`src/rtl/alu_seq_w_if.sv`:
```
// Handshake and operand/result bundle between the decode stage, alu_seq_w and writeback.
interface alu_seq_w_if #(
  parameter int WIDTH  = 32,
  parameter int CTRL_W = 4
);
  logic              in_valid_i;
  logic              in_ready_o;
  logic [WIDTH-1:0]  src1_i;
  logic [WIDTH-1:0]  src2_i;
  logic [CTRL_W-1:0] ctrl_i;
  logic              out_valid_o;
  logic              out_ready_i;
  logic [WIDTH-1:0]  result_o;
  logic              zero_o;
  logic              overflow_o;
  logic              cout_o;

  modport master (
    output in_valid_i, src1_i, src2_i, ctrl_i, out_ready_i,
    input  in_ready_o, out_valid_o, result_o, zero_o, overflow_o, cout_o
  );

  modport slave (
    input  in_valid_i, src1_i, src2_i, ctrl_i, out_ready_i,
    output in_ready_o, out_valid_o, result_o, zero_o, overflow_o, cout_o
  );
endinterface

```
`src/rtl/alu_seq_w.sv`:
```
// WIDTH-bit ALU with valid/ready handshake: single-cycle logic/add/sub/slt,
// iterative shift-add unsigned multiply (one multiplier bit per cycle).
module alu_seq_w #(
  parameter int WIDTH  = 32,
  parameter int CTRL_W = 4
) (
  input logic         clk_i,
  input logic         rst_n,
  alu_seq_w_if.slave  bus
);
  localparam int CNT_W = (WIDTH > 2) ? $clog2(WIDTH) : 1;

  localparam logic [CTRL_W-1:0] OP_AND = CTRL_W'(4'b0000);
  localparam logic [CTRL_W-1:0] OP_OR  = CTRL_W'(4'b0001);
  localparam logic [CTRL_W-1:0] OP_ADD = CTRL_W'(4'b0010);
  localparam logic [CTRL_W-1:0] OP_SUB = CTRL_W'(4'b0110);
  localparam logic [CTRL_W-1:0] OP_SLT = CTRL_W'(4'b0111);
  localparam logic [CTRL_W-1:0] OP_NOR = CTRL_W'(4'b1100);
  localparam logic [CTRL_W-1:0] OP_MUL = CTRL_W'(4'b1000);

  typedef enum logic [1:0] {IDLE, BUSY, DONE} state_t;

  state_t             state, state_next;
  logic               in_ready, accept, is_mul, is_sub;
  logic [CNT_W-1:0]   cnt;
  logic [2*WIDTH-1:0] mcand, acc, acc_step;
  logic [WIDTH-1:0]   mplier;
  logic [WIDTH-1:0]   result;
  logic               zero, ovf, cout;

  logic [WIDTH-1:0]   b_eff;
  logic [WIDTH:0]     sum;
  logic               add_ovf;
  logic [WIDTH-1:0]   op_res;
  logic               op_ovf, op_cout, op_known;

  // Single-cycle datapath works straight off the inputs so the result lands at the accept edge.
  always_comb begin
    is_sub   = (bus.ctrl_i == OP_SUB) || (bus.ctrl_i == OP_SLT);
    is_mul   = (bus.ctrl_i == OP_MUL);
    b_eff    = is_sub ? ~bus.src2_i : bus.src2_i;
    sum      = {1'b0, bus.src1_i} + {1'b0, b_eff} + {{WIDTH{1'b0}}, is_sub};
    add_ovf  = (bus.src1_i[WIDTH-1] == b_eff[WIDTH-1]) && (sum[WIDTH-1] != bus.src1_i[WIDTH-1]);
    op_res   = '0;
    op_ovf   = 1'b0;
    op_cout  = 1'b0;
    op_known = 1'b1;
    case (bus.ctrl_i)
      OP_AND: op_res = bus.src1_i & bus.src2_i;
      OP_OR:  op_res = bus.src1_i | bus.src2_i;
      OP_ADD, OP_SUB: begin
        op_res  = sum[WIDTH-1:0];
        op_ovf  = add_ovf;
        op_cout = sum[WIDTH];
      end
      OP_SLT: op_res = {{(WIDTH-1){1'b0}}, sum[WIDTH-1] ^ add_ovf};
      OP_NOR: op_res = ~(bus.src1_i | bus.src2_i);
      default: op_known = 1'b0;
    endcase
  end

  always_comb begin
    in_ready   = (state == IDLE) || ((state == DONE) && bus.out_ready_i);
    accept     = bus.in_valid_i && in_ready;
    state_next = state;
    case (state)
      IDLE: if (accept) state_next = is_mul ? BUSY : DONE;
      BUSY: if (cnt == CNT_W'(WIDTH-1)) state_next = DONE;
      DONE: if (bus.out_ready_i) state_next = accept ? (is_mul ? BUSY : DONE) : IDLE;
      default: state_next = IDLE;
    endcase
  end

  always_ff @(posedge clk_i or negedge rst_n) begin
    if (!rst_n) state <= IDLE;
    else        state <= state_next;
  end

  assign acc_step = mplier[0] ? (acc + mcand) : acc;

  always_ff @(posedge clk_i or negedge rst_n) begin
    if (!rst_n) begin
      cnt    <= '0;
      mcand  <= '0;
      mplier <= '0;
      acc    <= '0;
      result <= '0;
      zero   <= 1'b0;
      ovf    <= 1'b0;
      cout   <= 1'b0;
    end else if (accept) begin
      if (is_mul) begin
        mcand  <= {{WIDTH{1'b0}}, bus.src1_i};
        mplier <= bus.src2_i;
        acc    <= '0;
        cnt    <= '0;
      end else begin
        // Unknown codes clear every flag, including zero, even though result is 0.
        result <= op_res;
        zero   <= op_known && (op_res == '0);
        ovf    <= op_ovf;
        cout   <= op_cout;
      end
    end else if (state == BUSY) begin
      acc    <= acc_step;
      mcand  <= mcand << 1;
      mplier <= mplier >> 1;
      cnt    <= cnt + CNT_W'(1);
      if (cnt == CNT_W'(WIDTH-1)) begin
        result <= acc_step[WIDTH-1:0];
        zero   <= (acc_step[WIDTH-1:0] == '0);
        ovf    <= |acc_step[2*WIDTH-1:WIDTH];
        cout   <= 1'b0;
      end
    end
  end

  assign bus.in_ready_o  = in_ready;
  assign bus.out_valid_o = (state == DONE);
  assign bus.result_o    = result;
  assign bus.zero_o      = zero;
  assign bus.overflow_o  = ovf;
  assign bus.cout_o      = cout;
endmodule

```
`src/flat_wrapper.sv`:
```
// flat-port wrapper written by rule: the top's interface ports become plain ports
module alu_seq_w_flat 
#(
  parameter int WIDTH  = 32,
  parameter int CTRL_W = 4
)
  (clk_i, rst_n, bus_in_valid_i, bus_src1_i, bus_src2_i, bus_ctrl_i, bus_out_ready_i, bus_in_ready_o, bus_out_valid_o, bus_result_o, bus_zero_o, bus_overflow_o, bus_cout_o);
  alu_seq_w_if #(.WIDTH(WIDTH), .CTRL_W(CTRL_W)) bus_i ();
  input logic clk_i;
  input logic rst_n;
  input wire logic [$bits(bus_i.in_valid_i)-1:0] bus_in_valid_i;
  input wire logic [$bits(bus_i.src1_i)-1:0] bus_src1_i;
  input wire logic [$bits(bus_i.src2_i)-1:0] bus_src2_i;
  input wire logic [$bits(bus_i.ctrl_i)-1:0] bus_ctrl_i;
  input wire logic [$bits(bus_i.out_ready_i)-1:0] bus_out_ready_i;
  output wire logic [$bits(bus_i.in_ready_o)-1:0] bus_in_ready_o;
  output wire logic [$bits(bus_i.out_valid_o)-1:0] bus_out_valid_o;
  output wire logic [$bits(bus_i.result_o)-1:0] bus_result_o;
  output wire logic [$bits(bus_i.zero_o)-1:0] bus_zero_o;
  output wire logic [$bits(bus_i.overflow_o)-1:0] bus_overflow_o;
  output wire logic [$bits(bus_i.cout_o)-1:0] bus_cout_o;
  assign bus_i.in_valid_i = bus_in_valid_i;
  assign bus_i.src1_i = bus_src1_i;
  assign bus_i.src2_i = bus_src2_i;
  assign bus_i.ctrl_i = bus_ctrl_i;
  assign bus_i.out_ready_i = bus_out_ready_i;
  assign bus_in_ready_o = bus_i.in_ready_o;
  assign bus_out_valid_o = bus_i.out_valid_o;
  assign bus_result_o = bus_i.result_o;
  assign bus_zero_o = bus_i.zero_o;
  assign bus_overflow_o = bus_i.overflow_o;
  assign bus_cout_o = bus_i.cout_o;
  alu_seq_w #(.WIDTH(WIDTH), .CTRL_W(CTRL_W)) u_core (.clk_i(clk_i), .rst_n(rst_n), .bus(bus_i));
endmodule
```
`config.mk`:
```
export PLATFORM = sky130hd
export DESIGN_NAME = alu_seq_w_flat
export DESIGN_NICKNAME = d
export VERILOG_FILES = /design/src/rtl/alu_seq_w_if.sv /design/src/rtl/alu_seq_w.sv /design/src/flat_wrapper.sv
export SDC_FILE = /design/constraint.sdc
export NUM_CORES = 1
export LEC_CHECK = 0
export ABC_AREA = 1
export CAP_MARGIN = 10
export CELL_PAD_IN_SITES_DETAIL_PLACEMENT = 0
export CELL_PAD_IN_SITES_GLOBAL_PLACEMENT = 1
export CORE_MARGIN = 10
export CORE_UTILIZATION = 46
export CTS_BUF_LIST = sky130_fd_sc_hd__clkbuf_16
export CTS_CLUSTER_DIAMETER = 80
export DETAILED_ROUTE_END_ITERATION = 8
export PLACE_DENSITY = 0.94
export REMOVE_ABC_BUFFERS = 1
export SLEW_MARGIN = 40
export SYNTH_ARGS = -nofsm -noshare
export SYNTH_HDL_FRONTEND = slang
export SYNTH_SLANG_ARGS = --single-unit
export TNS_END_PERCENT = 5
```
`constraint.sdc`:
```
create_clock -name clk_i -period 4.3 [get_ports clk_i]
set_input_delay 0.645 -clock clk_i [delete_from_list [all_inputs] [get_ports clk_i]]
set_output_delay 0.645 -clock clk_i [all_outputs]
set_load 0.03 [all_outputs]
```
# Word level (Yosys, flattened, before mapping)

Index checks and enable logic that the tools add are counted.

Output and inout bits: 37
Logic and storage cells: 92
Bits in read-only memories: 0
Memories: 0
Bits in latches: 0
Flip-flop bits (word level): 202
RAM bits: 0

$mul: 0
Divide/modulo/power cells: 0
Bitwise logic cells: 5
Shift-type cells: 0
Magnitude comparators: 0
Reductions and logical operators: 18
Add/subtract/negate cells: 4
Multiplexer cells: 40
Eq/ne operators: 16

Operator list:

| cell                                                            | number |
|---|---|
| 64-bit two-way mux                                              | 7 |
| 32-bit two-way mux                                              | 8 |
| 32-bit case mux with 5 select lines                             | 1 |
| 64-bit adder                                                    | 1 |
| 32-bit logical NOT                                              | 2 |
| 32-bit inverter                                                 | 2 |
| 32-bit by 32-bit adder with 33-bit output                       | 1 |
| 33-bit by 1-bit adder with 33-bit output                        | 1 |
| 32-bit AND                                                      | 1 |
| 32-bit OR                                                       | 1 |
| 32-bit OR reduction                                             | 1 |
| 1-bit two-way mux                                               | 15 |
| 5-bit two-way mux                                               | 3 |
| 2-bit two-way mux                                               | 5 |
| 4-bit by 3-bit == test with 1-bit output, second input constant | 2 |
| 4-bit == test, second input constant                            | 2 |
| 2-bit != test, second input constant                            | 3 |
| 2-bit case mux with 3 select lines                              | 1 |
| 3-bit AND reduction                                             | 2 |
| 6-bit OR reduction                                              | 1 |
| 5-bit by 1-bit adder with 5-bit output, second input constant   | 1 |
| 5-bit == test, second input constant                            | 1 |
| 4-bit by 1-bit == test with 1-bit output, second input constant | 1 |
| 4-bit by 2-bit == test with 1-bit output, second input constant | 1 |
| 13 further kinds                                                | 19 |

# Logic depth before layout (Yosys ltp)

Gate-level depths: netlist of run 1.

Depth after elaboration: 13
Mapped depth: 24

# Least setup slack after synthesis of run 1

Ideal clock, no wire load.

Kind: input to register
Start: input bus_ctrl_i[3]
End: register u_core.zero, in the netlist u_core.bus.zero_o
Path slack: 1140 ps
Data arrival time: 3083 ps
Buffers on the path: 1
Data required time: 4223 ps
Cell stages on the path: 20
Cells stage by stage: inv_2 nand3_2 buf_1 xor2_1 ha_1 nand2_1 nor2_1 inv_1 nor2_1 and3_1 nand2_1 nand2_1 nand2_1 nand2_1 nand2_1 a21oi_1 nand4_1 nor2_1 nand2_1 a21oi_1

Word-level cells in the longest chain between the ends: 13
Elaborated cells between the ends (all ways): 25
Those cells by class: add/sub (2); eq/ne (9); mux (5); bitwise (1); reduce/logical (8)

Ends and longest elaborated chain:

| item                                      | line                             | text |
|---|---|---|
| from (decl)                               | flat_wrapper.sv:14               | `input wire logic [$bits(bus_i.ctrl_i)-1:0] bus_ctrl_i;` |
| 4-bit by 3-bit == test with 1-bit output  | alu_seq_w.sv:39, alu_seq_w.sv:48 |  |
| 1-bit logical OR                          | alu_seq_w.sv:39                  | `is_sub = (bus.ctrl_i == OP_SUB) \|\| (bus.ctrl_i == OP_SLT);` |
| 32-bit two-way mux                        | alu_seq_w.sv:41                  | `b_eff = is_sub ? ~bus.src2_i : bus.src2_i;` |
| 32-bit by 32-bit adder with 33-bit output | alu_seq_w.sv:42                  | `sum = {1'b0, bus.src1_i} + {1'b0, b_eff} + {{WIDTH{1'b0}}, is_sub};` |
| 33-bit by 1-bit adder with 33-bit output  | alu_seq_w.sv:42                  |  |
| 1-bit != test                             | alu_seq_w.sv:43                  | `add_ovf = (bus.src1_i[WIDTH-1] == b_eff[WIDTH-1]) && (sum[WIDTH-1] != bus.src1_i[WIDTH-1]);` |
| 1-bit logical AND                         | alu_seq_w.sv:43                  |  |
| 1-bit bitwise XOR                         | alu_seq_w.sv:56                  | `OP_SLT: op_res = {{(WIDTH-1){1'b0}}, sum[WIDTH-1] ^ add_ovf};` |
| 32-bit case mux with 5 select lines       | alu_seq_w.sv:48                  | `case (bus.ctrl_i)` |
| 32-bit logical NOT                        | alu_seq_w.sv:100                 | `zero <= op_known && (op_res == '0);` |
| 1-bit logical AND                         | alu_seq_w.sv:100                 |  |
| 1-bit two-way mux                         | alu_seq_w.sv:92                  | `if (is_mul) begin` |
| 1-bit two-way mux                         | alu_seq_w.sv:91                  | `end else if (accept) begin` |
| to (signal assigned)                      | alu_seq_w.sv:100                 |  |
| to (signal assigned)                      | alu_seq_w.sv:111                 | `zero <= (acc_step[WIDTH-1:0] == '0);` |
| to (decl)                                 | alu_seq_w.sv:29                  | `logic zero, ovf, cout;` |

Parallel ways exist; a longest one is shown, timed or not. The select of a mux whose other input is x is not followed.
A chain may end at the register's enable or synchronous reset.

# Worst setup path in the final report of run 1

Start: register u_core.acc[0]
End: register u_core.ovf, in the netlist u_core.bus.overflow_o

Word-level cells in the longest chain between the ends: 6

Ends and longest elaborated chain:

| item                   | line             | text |
|---|---|---|
| from (decl)            | alu_seq_w.sv:26  | `logic [2*WIDTH-1:0] mcand, acc, acc_step;` |
| from (signal assigned) | alu_seq_w.sv:105 | `acc <= acc_step;` |
| 64-bit adder           | alu_seq_w.sv:79  | `assign acc_step = mplier[0] ? (acc + mcand) : acc;` |
| 64-bit two-way mux     | alu_seq_w.sv:79  |  |
| 32-bit OR reduction    | alu_seq_w.sv:112 | `ovf <= \|acc_step[2*WIDTH-1:WIDTH];` |
| 1-bit two-way mux      | alu_seq_w.sv:109 | `if (cnt == CNT_W'(WIDTH-1)) begin` |
| 1-bit two-way mux      | alu_seq_w.sv:104 | `end else if (state == BUSY) begin` |
| 1-bit two-way mux      | alu_seq_w.sv:91  |  |
| to (signal assigned)   | alu_seq_w.sv:101 | `ovf <= op_ovf;` |
| to (signal assigned)   | alu_seq_w.sv:112 |  |
| to (decl)              | alu_seq_w.sv:29  |  |

No other way between the ends. The select of a mux whose other input is x is not followed.

==> metrics.txt, run 1 <==
# TYPE chip_impl_metric gauge
chip_impl_info{name="status",value="finished clean"} 1
chip_impl_metric{name="worst_pin_slew",unit="ns"} 0.808
chip_impl_info{name="unrepaired_setup_endpoints_after_global_routing",value="false"} 1
chip_impl_metric{name="post_cts.repair.setup_buffers",unit=""} 0
chip_impl_info{name="min-delay-path-class",value="flip-flop to flip-flop"} 1
chip_impl_metric{name="placed_cells",unit=""} 3725
chip_impl_metric{name="coreArea",unit="um^2"} 40000
chip_impl_info{name="worstSetupPathType",value="flip-flop to flip-flop"} 1
chip_impl_metric{name="syn_area_per_cell",unit="um^2"} 5.97
chip_impl_metric{name="fp.dieArea",unit="um^2"} 49300
chip_impl_metric{name="clock_sink_count",unit=""} 202
chip_impl_metric{name="globalRoute.totalOverflow",unit=""} 0
chip_impl_metric{name="final.setup_skew",unit="ns"} 0.0229
chip_impl_metric{name="first_iter_violations",unit=""} 1921
chip_impl_info{name="synth_common_cells",value="1,113 x nand2_1, 506 x inv_1, 313 x nor2_1"} 1
chip_impl_info{name="timing.critical_path.to_type",value="flip-flop"} 1
chip_impl_metric{name="grt_start_max_net_pins",unit=""} 113
chip_impl_metric{name="flow.area_growth_from_synthesis",unit="%"} 14.5
chip_impl_metric{name="grt_pass1_wl",unit="um"} 115000
chip_impl_metric{name="netlist_area",unit="um^2"} 18800
chip_impl_metric{name="seq_area_frac_synth",unit="%"} 26.9
chip_impl_metric{name="max-slew-margin-rel",unit="%"} 46.0
chip_impl_info{name="critical_path_s_slowest_cell",value="fa_1"} 1
chip_impl_metric{name="yosys_top_cell_area_share",unit="%"} 26.9
chip_impl_metric{name="die_x",unit="um"} 222
chip_impl_metric{name="drc",unit=""} 0
chip_impl_metric{name="design.portCount",unit=""} 109
chip_impl_metric{name="antenna_cells_inserted",unit=""} 0
chip_impl_metric{name="setup_viol",unit=""} 0
chip_impl_metric{name="grt_pass1_vias",unit=""} 19870
chip_impl_metric{name="final_util",unit="%"} 53.7
chip_impl_metric{name="die-height",unit="um"} 222
chip_impl_info{name="critical_path.startpoint_type",value="flip-flop"} 1
chip_impl_metric{name="number_of_antenna_violations_at_the_first_check_in_global_routing",unit=""} 0
chip_impl_metric{name="finalCriticalPeriod",unit="ns"} 3.85
chip_impl_metric{name="yosys_register_bits",unit=""} 202
chip_impl_metric{name="r2r_slack",unit="ns"} 0.45
chip_impl_info{name="synth_top_cell_by_area",value="dfrtp_1"} 1
chip_impl_metric{name="globalplace.congestion",unit=""} 1.05
chip_impl_metric{name="global_router_s_overall_resource_usage",unit="%"} 29.0
chip_impl_info{name="cts_tree",value="yes"} 1
chip_impl_metric{name="drive_above_1_share",unit="%"} 3.78
chip_impl_metric{name="yosysWarningCount",unit=""} 0
chip_impl_metric{name="ir_drop",unit="mV"} 0.365
chip_impl_metric{name="report.final.hold_viol_count",unit=""} 0
chip_impl_metric{name="synth-async-reset-ratio",unit="%"} 100
chip_impl_info{name="path_common_cell",value="nand2_1"} 1
chip_impl_metric{name="avgRoutedWirePerCell",unit="um"} 19.6
chip_impl_metric{name="synth-edff-count",unit=""} 0
chip_impl_metric{name="min_period_over_period",unit="%"} 89.5
chip_impl_metric{name="insertion_delay",unit="ns"} 0.58
chip_impl_metric{name="detailedPlacementHpwl",unit="um"} 59300
chip_impl_metric{name="detail-route-antenna-nets",unit=""} 0
chip_impl_metric{name="max_cap_violations",unit=""} 0
chip_impl_info{name="post-synth-top-count-cell",value="nand2_1"} 1
chip_impl_metric{name="postRouteWirelength",unit="um"} 74100
chip_impl_metric{name="timing.critical_path.slowest_cell_delay",unit="ns"} 0.54
chip_impl_metric{name="worst_setup_hold_path_clk_slew",unit="ns"} 0.06
chip_impl_metric{name="cts_buffer_depth",unit=""} 3
chip_impl_metric{name="cts.htree.levels",unit=""} 1
chip_impl_info{name="synth-main-ff-cell",value="dfrtp_1"} 1
chip_impl_metric{name="numCtsBuffers",unit=""} 27
chip_impl_metric{name="cp_data_arrival_time",unit="ns"} 4.30
chip_impl_metric{name="via_count",unit=""} 20665
chip_impl_metric{name="critical_path_required",unit="ns"} 4.75
chip_impl_info{name="cts-root-buf",value="clkbuf_16"} 1
chip_impl_metric{name="non_filler_instance_count_after_layout",unit=""} 3775
chip_impl_metric{name="design.final.nets",unit=""} 3411
chip_impl_metric{name="num-fill-cells",unit=""} 4189
chip_impl_metric{name="start_util",unit="%"} 46.9
chip_impl_metric{name="viasPerCell",unit=""} 5.47
chip_impl_metric{name="placement.io_buffers",unit=""} 108
chip_impl_metric{name="postSynthCellCount",unit=""} 3143
chip_impl_info{name="synth_top_cells_by_area",value="dfrtp_1 27%, nand2_1 22%, inv_1 10%"} 1
chip_impl_info{name="timing.critical_path.cells",value="ha_1, fa_1, nand3_1, nand3_1, nand2_1, nand2_1, nand2_1, nand2_1, nand2_1, nand2_1, nand2_1, nand2_1, nand2_1, nand3_1, nand2_1, nand2_1, nor2_1, nand2_1, nor2_1, buf_4, nand2_1, nand2_1, a21oi_1"} 1
chip_impl_metric{name="library_cells_used_by_synthesis",unit=""} 47
chip_impl_metric{name="fmaxAchievable",unit="GHz"} 0.260
chip_impl_metric{name="final_slew_violations",unit=""} 0
chip_impl_metric{name="crit_path_max_fanout",unit=""} 6
chip_impl_metric{name="floorplan.rows",unit=""} 73
chip_impl_metric{name="detail_route.first_pass.iterations",unit=""} 8
chip_impl_metric{name="p_leak",unit="nW"} 11.4
chip_impl_metric{name="power.density_cell_area",unit="nW/um^2"} 732
critical path, delay by kind of cell (launching register included):
| family | cells | cell delay, ns |
|---|---|---|
| compound gates | 1 | 0.07 |
| buf+inv | 1 | 0.17 |
| flops | 1 | 0.40 |
| simple gates | 19 | 2.23 |
| fa+ha+maj | 2 | 0.82 |
metal layers:
| metal | GRT usage, % | part of all wire [%] | wire [um] |
|---|---|---|---|
| met5 | 0 | 0 | 0 |
| met4 | 14.7 | 5.6 | 4140 |
| met3 | 3.68 | 5.6 | 4150 |
| met2 | 48.8 | 47 | 34800 |
| met1 | 35.8 | 42 | 31000 |
worst paths after layout:
kind                                               startpoint                                 end  cells after the start
setup / recovery                    u_core.acc[0]$_DFFE_PN0P_   u_core.bus.overflow_o$_DFFE_PN0P_                     23
hold / removal             u_core.bus.result_o[8]$_DFFE_PN0P_  u_core.bus.result_o[8]$_DFFE_PN0P_                      2
setup reg to reg                    u_core.acc[0]$_DFFE_PN0P_   u_core.bus.overflow_o$_DFFE_PN0P_                     23
hold reg to reg            u_core.bus.result_o[8]$_DFFE_PN0P_  u_core.bus.result_o[8]$_DFFE_PN0P_                      2
max in group asynchronous                               rst_n           u_core.acc[8]$_DFFE_PN0P_                      4
min in group asynchronous                               rst_n          u_core.acc[34]$_DFFE_PN0P_                      2
layout make-up:
cell class                      count  area, um^2  share of cell area, %
Clock inverter                     21         216                   1.01
Inverter                          510        1920                   8.93
Multi-Input combinational cell   2342       11500                   53.4
Tap cell                          525         657                   3.06
Timing Repair Buffer              148        1500                   6.96
Sequential cell                   202        5060                   23.5
Clock buffer                       27         676                   3.14
placed cells by master (no fill, tap or decap), types with 9 or more instances in the layout:
cell type,Yosys,layout
o311a_1,11,11
nand2_1,1113,1113
inv_1,506,504
clkbuf_16,0,27
or2_2,19,19
nand3b_1,18,18
buf_4,0,31
xnor2_1,24,24
clkdlybuf4s50_1,0,107
nor3_1,40,39
nor2_1,313,312
dfrtp_1,202,201
a21oi_1,102,102
a31oi_1,85,85
o21ai_0,140,140
nand3_1,192,192
xor2_1,20,20
and3_1,9,9
ha_1,106,106
o22ai_1,55,55
nand4_1,31,31
state kept, by name, indices dropped and copies added, names as in the netlist:
register               flops
u_core.bus.cout_o          1
u_core.bus.result_o       32
u_core.cnt                 5
u_core.bus.zero_o          1
u_core.acc                64
u_core.mcand              64
u_core.state               2
u_core.mplier             32
u_core.bus.overflow_o      1
report_power, final:
group          internal, mW  leakage (nW)  switching, mW
sequential             2.78          2.48          0.719
clock                  1.34         0.435          0.953
combinational          3.22          8.48           6.72
total                  7.34          11.4           8.39
per-stage QoR:
| step | total power, mW | setup TNS [ns] | area, um^2 | hold WS, ns | setup slack (ns) |
|---|---|---|---|---|---|
| after detailed placement | 13.3 | -0.0460 | 20600 | 0.478 | -0.0460 |
| after global placement | 13.1 | -0.0822 | 20600 | 0.469 | -0.0822 |
| final | 15.7 | 0 | 21500 | 0.498 | 0.453 |
| after floorplan | 10.0 | -1049.30 | 18400 | 0.349 | -6.06 |
| after global routing | 17.1 | 0 | 21500 | 0.510 | 0.191 |
| after CTS | 15.6 | 0 | 21500 | 0.141 | 0.510 |
kinds of logic after synthesis:
logic type | share of synthesized area [%]
AOI/OAI and AO/OA | 13.5
xor gates and xnor gates | 2.05
adders and majority gates | 7.28
buffers and inverters | 12.1
DFF | 26.9
muxes | 0.0533
and+or+nand+nor | 38.1
what timing repair did:
item / in CTS / in global routing
hold endpoints to repair: 0 / 33
hold buffers: 0 / 1
gates resized for setup: 0 / 0
Note: power is estimated with default switching activity, not from simulation.
==> run 2: changes to the inputs <==
CTS_CLUSTER_SIZE = 10   (was unset)
GPL_ROUTABILITY_DRIVEN = 0   (was unset)
SLEW_MARGIN = 20   (was 40)
==> metrics.txt, run 2 (same netlist as run 1, synthesis figures left out) <==
# TYPE chip_impl_metric gauge
chip_impl_info{name="status",value="finished clean"} 1
chip_impl_info{name="path_common_cell",value="nand2_1"} 1
chip_impl_metric{name="design.final.nets",unit=""} 3396
chip_impl_metric{name="cp_data_arrival_time",unit="ns"} 4.25
chip_impl_info{name="min-delay-path-class",value="input pin to asynchronous set/reset pin"} 1
chip_impl_metric{name="global_router_s_overall_resource_usage",unit="%"} 26.1
chip_impl_metric{name="viasPerCell",unit=""} 5.49
chip_impl_metric{name="timing.critical_path.slowest_cell_delay",unit="ns"} 0.56
chip_impl_info{name="crit_family",value="simple AND/OR/NAND/NOR gates"} 1
chip_impl_metric{name="report.final.hold_viol_count",unit=""} 0
chip_impl_metric{name="die-height",unit="um"} 222
chip_impl_metric{name="setup_viol",unit=""} 0
chip_impl_metric{name="detail-route-antenna-nets",unit=""} 0
chip_impl_metric{name="critical_path_buf_inv_count",unit=""} 0
chip_impl_metric{name="clock_sink_count",unit=""} 202
chip_impl_metric{name="floorplan.rows",unit=""} 73
chip_impl_metric{name="first_iter_violations",unit=""} 2144
chip_impl_metric{name="power.density_cell_area",unit="nW/um^2"} 716
chip_impl_metric{name="final_slew_violations",unit=""} 0
chip_impl_info{name="unrepaired_setup_endpoints_after_global_routing",value="false"} 1
chip_impl_metric{name="placement.io_buffers",unit=""} 108
chip_impl_metric{name="cts_buffer_depth",unit=""} 3
chip_impl_metric{name="post_cts.repair.setup_buffers",unit=""} 0
chip_impl_info{name="layout_commonest_cell",value="nand2_1"} 1
chip_impl_metric{name="max_cap_violations",unit=""} 0
chip_impl_info{name="largestRegisters",value="u_core.acc x64, u_core.mcand x64"} 1
chip_impl_info{name="timing.critical_path.to_type",value="flip-flop"} 1
chip_impl_metric{name="die_x",unit="um"} 222
chip_impl_metric{name="ctsHoldBuffers",unit=""} 0
chip_impl_metric{name="detailedPlacementHpwl",unit="um"} 52800
chip_impl_metric{name="crit_path_max_fanout",unit=""} 6
chip_impl_metric{name="postRouteWirelength",unit="um"} 67200
chip_impl_metric{name="globalRoute.totalOverflow",unit=""} 0
chip_impl_metric{name="design.portCount",unit=""} 109
chip_impl_info{name="critical_path_s_slowest_cell",value="fa_1"} 1
chip_impl_metric{name="insertion_delay",unit="ns"} 0.57
chip_impl_metric{name="r2r_slack",unit="ns"} 0.48
chip_impl_metric{name="p_leak",unit="nW"} 11.3
chip_impl_metric{name="placed_cells",unit=""} 3713
chip_impl_metric{name="fmaxAchievable",unit="GHz"} 0.262
chip_impl_info{name="cts_tree",value="yes"} 1
chip_impl_metric{name="grt_pass1_wl",unit="um"} 105000
chip_impl_metric{name="worst_pin_slew",unit="ns"} 0.913
chip_impl_metric{name="cts.htree.levels",unit=""} 1
chip_impl_metric{name="final.setup_skew",unit="ns"} 0.0299
chip_impl_metric{name="via_count",unit=""} 20581
chip_impl_metric{name="drive_above_1_share",unit="%"} 3.10
chip_impl_metric{name="detail_route.first_pass.iterations",unit=""} 5
chip_impl_metric{name="max-slew-margin-rel",unit="%"} 38.4
chip_impl_metric{name="min_period_over_period",unit="%"} 88.8
chip_impl_metric{name="non_filler_instance_count_after_layout",unit=""} 3748
chip_impl_metric{name="final.setup.tns",unit="ns"} 0
chip_impl_metric{name="coreArea",unit="um^2"} 40000
chip_impl_info{name="cts-root-buf",value="clkbuf_16"} 1
chip_impl_metric{name="fp.dieArea",unit="um^2"} 49300
chip_impl_metric{name="ir_drop",unit="mV"} 0.351
chip_impl_metric{name="antenna_cells_inserted",unit=""} 0
chip_impl_metric{name="grt_start_max_net_pins",unit=""} 112
chip_impl_metric{name="numCtsBuffers",unit=""} 26
chip_impl_metric{name="avgRoutedWirePerCell",unit="um"} 17.9
chip_impl_metric{name="flow.area_growth_from_synthesis",unit="%"} 12.9
chip_impl_metric{name="grt_pass1_vias",unit=""} 19542
chip_impl_metric{name="critical_path_required",unit="ns"} 4.73
chip_impl_metric{name="cts_resized",unit=""} 0
chip_impl_metric{name="worst_setup_hold_path_clk_slew",unit="ns"} 0.06
chip_impl_info{name="worstSetupPathType",value="flip-flop to flip-flop"} 1
chip_impl_metric{name="drc",unit=""} 0
chip_impl_metric{name="start_util",unit="%"} 46.9
chip_impl_info{name="mostFrequentLayoutCells",value="1,113 x nand2_1, 506 x inv_1, 312 x nor2_1"} 1
chip_impl_metric{name="finalCriticalPeriod",unit="ns"} 3.82
chip_impl_info{name="timing.critical_path.cells",value="ha_1, fa_1, nand3_1, nand3_1, nand2_1, nand2_1, nand2_1, nand2_1, nand2_1, nand2_1, nand2_1, nand2_1, nand2_1, nand3_1, nand2_1, nand2_1, nor2_1, nand2_1, nor2_1, nand2_1, nand2_1, a21oi_1"} 1
chip_impl_info{name="critical_path.startpoint_type",value="flip-flop"} 1
chip_impl_metric{name="number_of_antenna_violations_at_the_first_check_in_global_routing",unit=""} 0
==> run 2: cell count changes in the layout (fill, tap and decap cells not counted), moves of 2 or more <==
| cell | delta |
|---|---|
| clkinv_1 | -5 |
| clkinv_2 | -3 |
| buf_4 | -9 |
| inv_1 | +2 |
| clkinvlp_4 | -2 |
| buf_12 | -3 |
==> run 2: cell type report <==
| class | instances | area, um^2 |
|---|---|---|
| fillers | 4141 | 18800 |
| multi-input cells | 2342 | 11500 |
| flip-flops and latches | 202 | 5060 |
| inverters | 510 | 1920 |
| repair buffers | 134 | 1330 |
| well taps | 525 | 657 |
| clock buffers | 26 | 651 |
| clock inverters | 9 | 109 |
==> run 2: metrics by stage <==
stage	instance area, um^2	total power [mW]	util (%)	hold WS, ns	worst slack [ns]
global placement	20400	12.7	51.1	0.467	0.341
finish	21200	15.2	53.0	0.0233	0.482
floorplan	18400	10.0	-	0.349	-6.06
CTS	21200	15.1	53.0	0.0352	0.577
detailed placement	20400	12.9	51.1	0.472	0.246
global route	21200	16.5	53.0	0.0723	0.293
==> run 2: where the power goes <==
part,switching (mW),internal [mW]
clock,0.877,1.20
sequential,0.783,2.78
combinational,6.34,3.19
==> run 2: worst paths after layout <==
kind / start / endpoint / depth (start not counted)
setup reg to reg: u_core.mcand[0]$_DFFE_PN0P_ / u_core.bus.overflow_o$_DFFE_PN0P_ / 22
hold / removal: rst_n / u_core.acc[40]$_DFFE_PN0P_ / 1
setup / recovery: u_core.mcand[0]$_DFFE_PN0P_ / u_core.bus.overflow_o$_DFFE_PN0P_ / 22
hold reg to reg: u_core.bus.result_o[4]$_DFFE_PN0P_ / u_core.bus.result_o[4]$_DFFE_PN0P_ / 2
min in group clk_i: u_core.bus.result_o[4]$_DFFE_PN0P_ / u_core.bus.result_o[4]$_DFFE_PN0P_ / 2
max in group asynchronous: rst_n / u_core.mplier[0]$_DFFE_PN0P_ / 2
==> run 2: metal layers <==
layer  share of wire, %  GRT usage [%]  vias to the layer above
met3                7.0           3.68                      198
met1                 42           32.2                     9427
li1                   -              -                    10142
met2                 46           43.6                      814
met5                  0              0                        -
met4                5.4           13.0                        0
==> run 3: changes to the inputs <==
CAP_MARGIN = 20   (was 10)
==> results of run 3 <==
Final layout, timing and power as in run 2 (identical DEF).
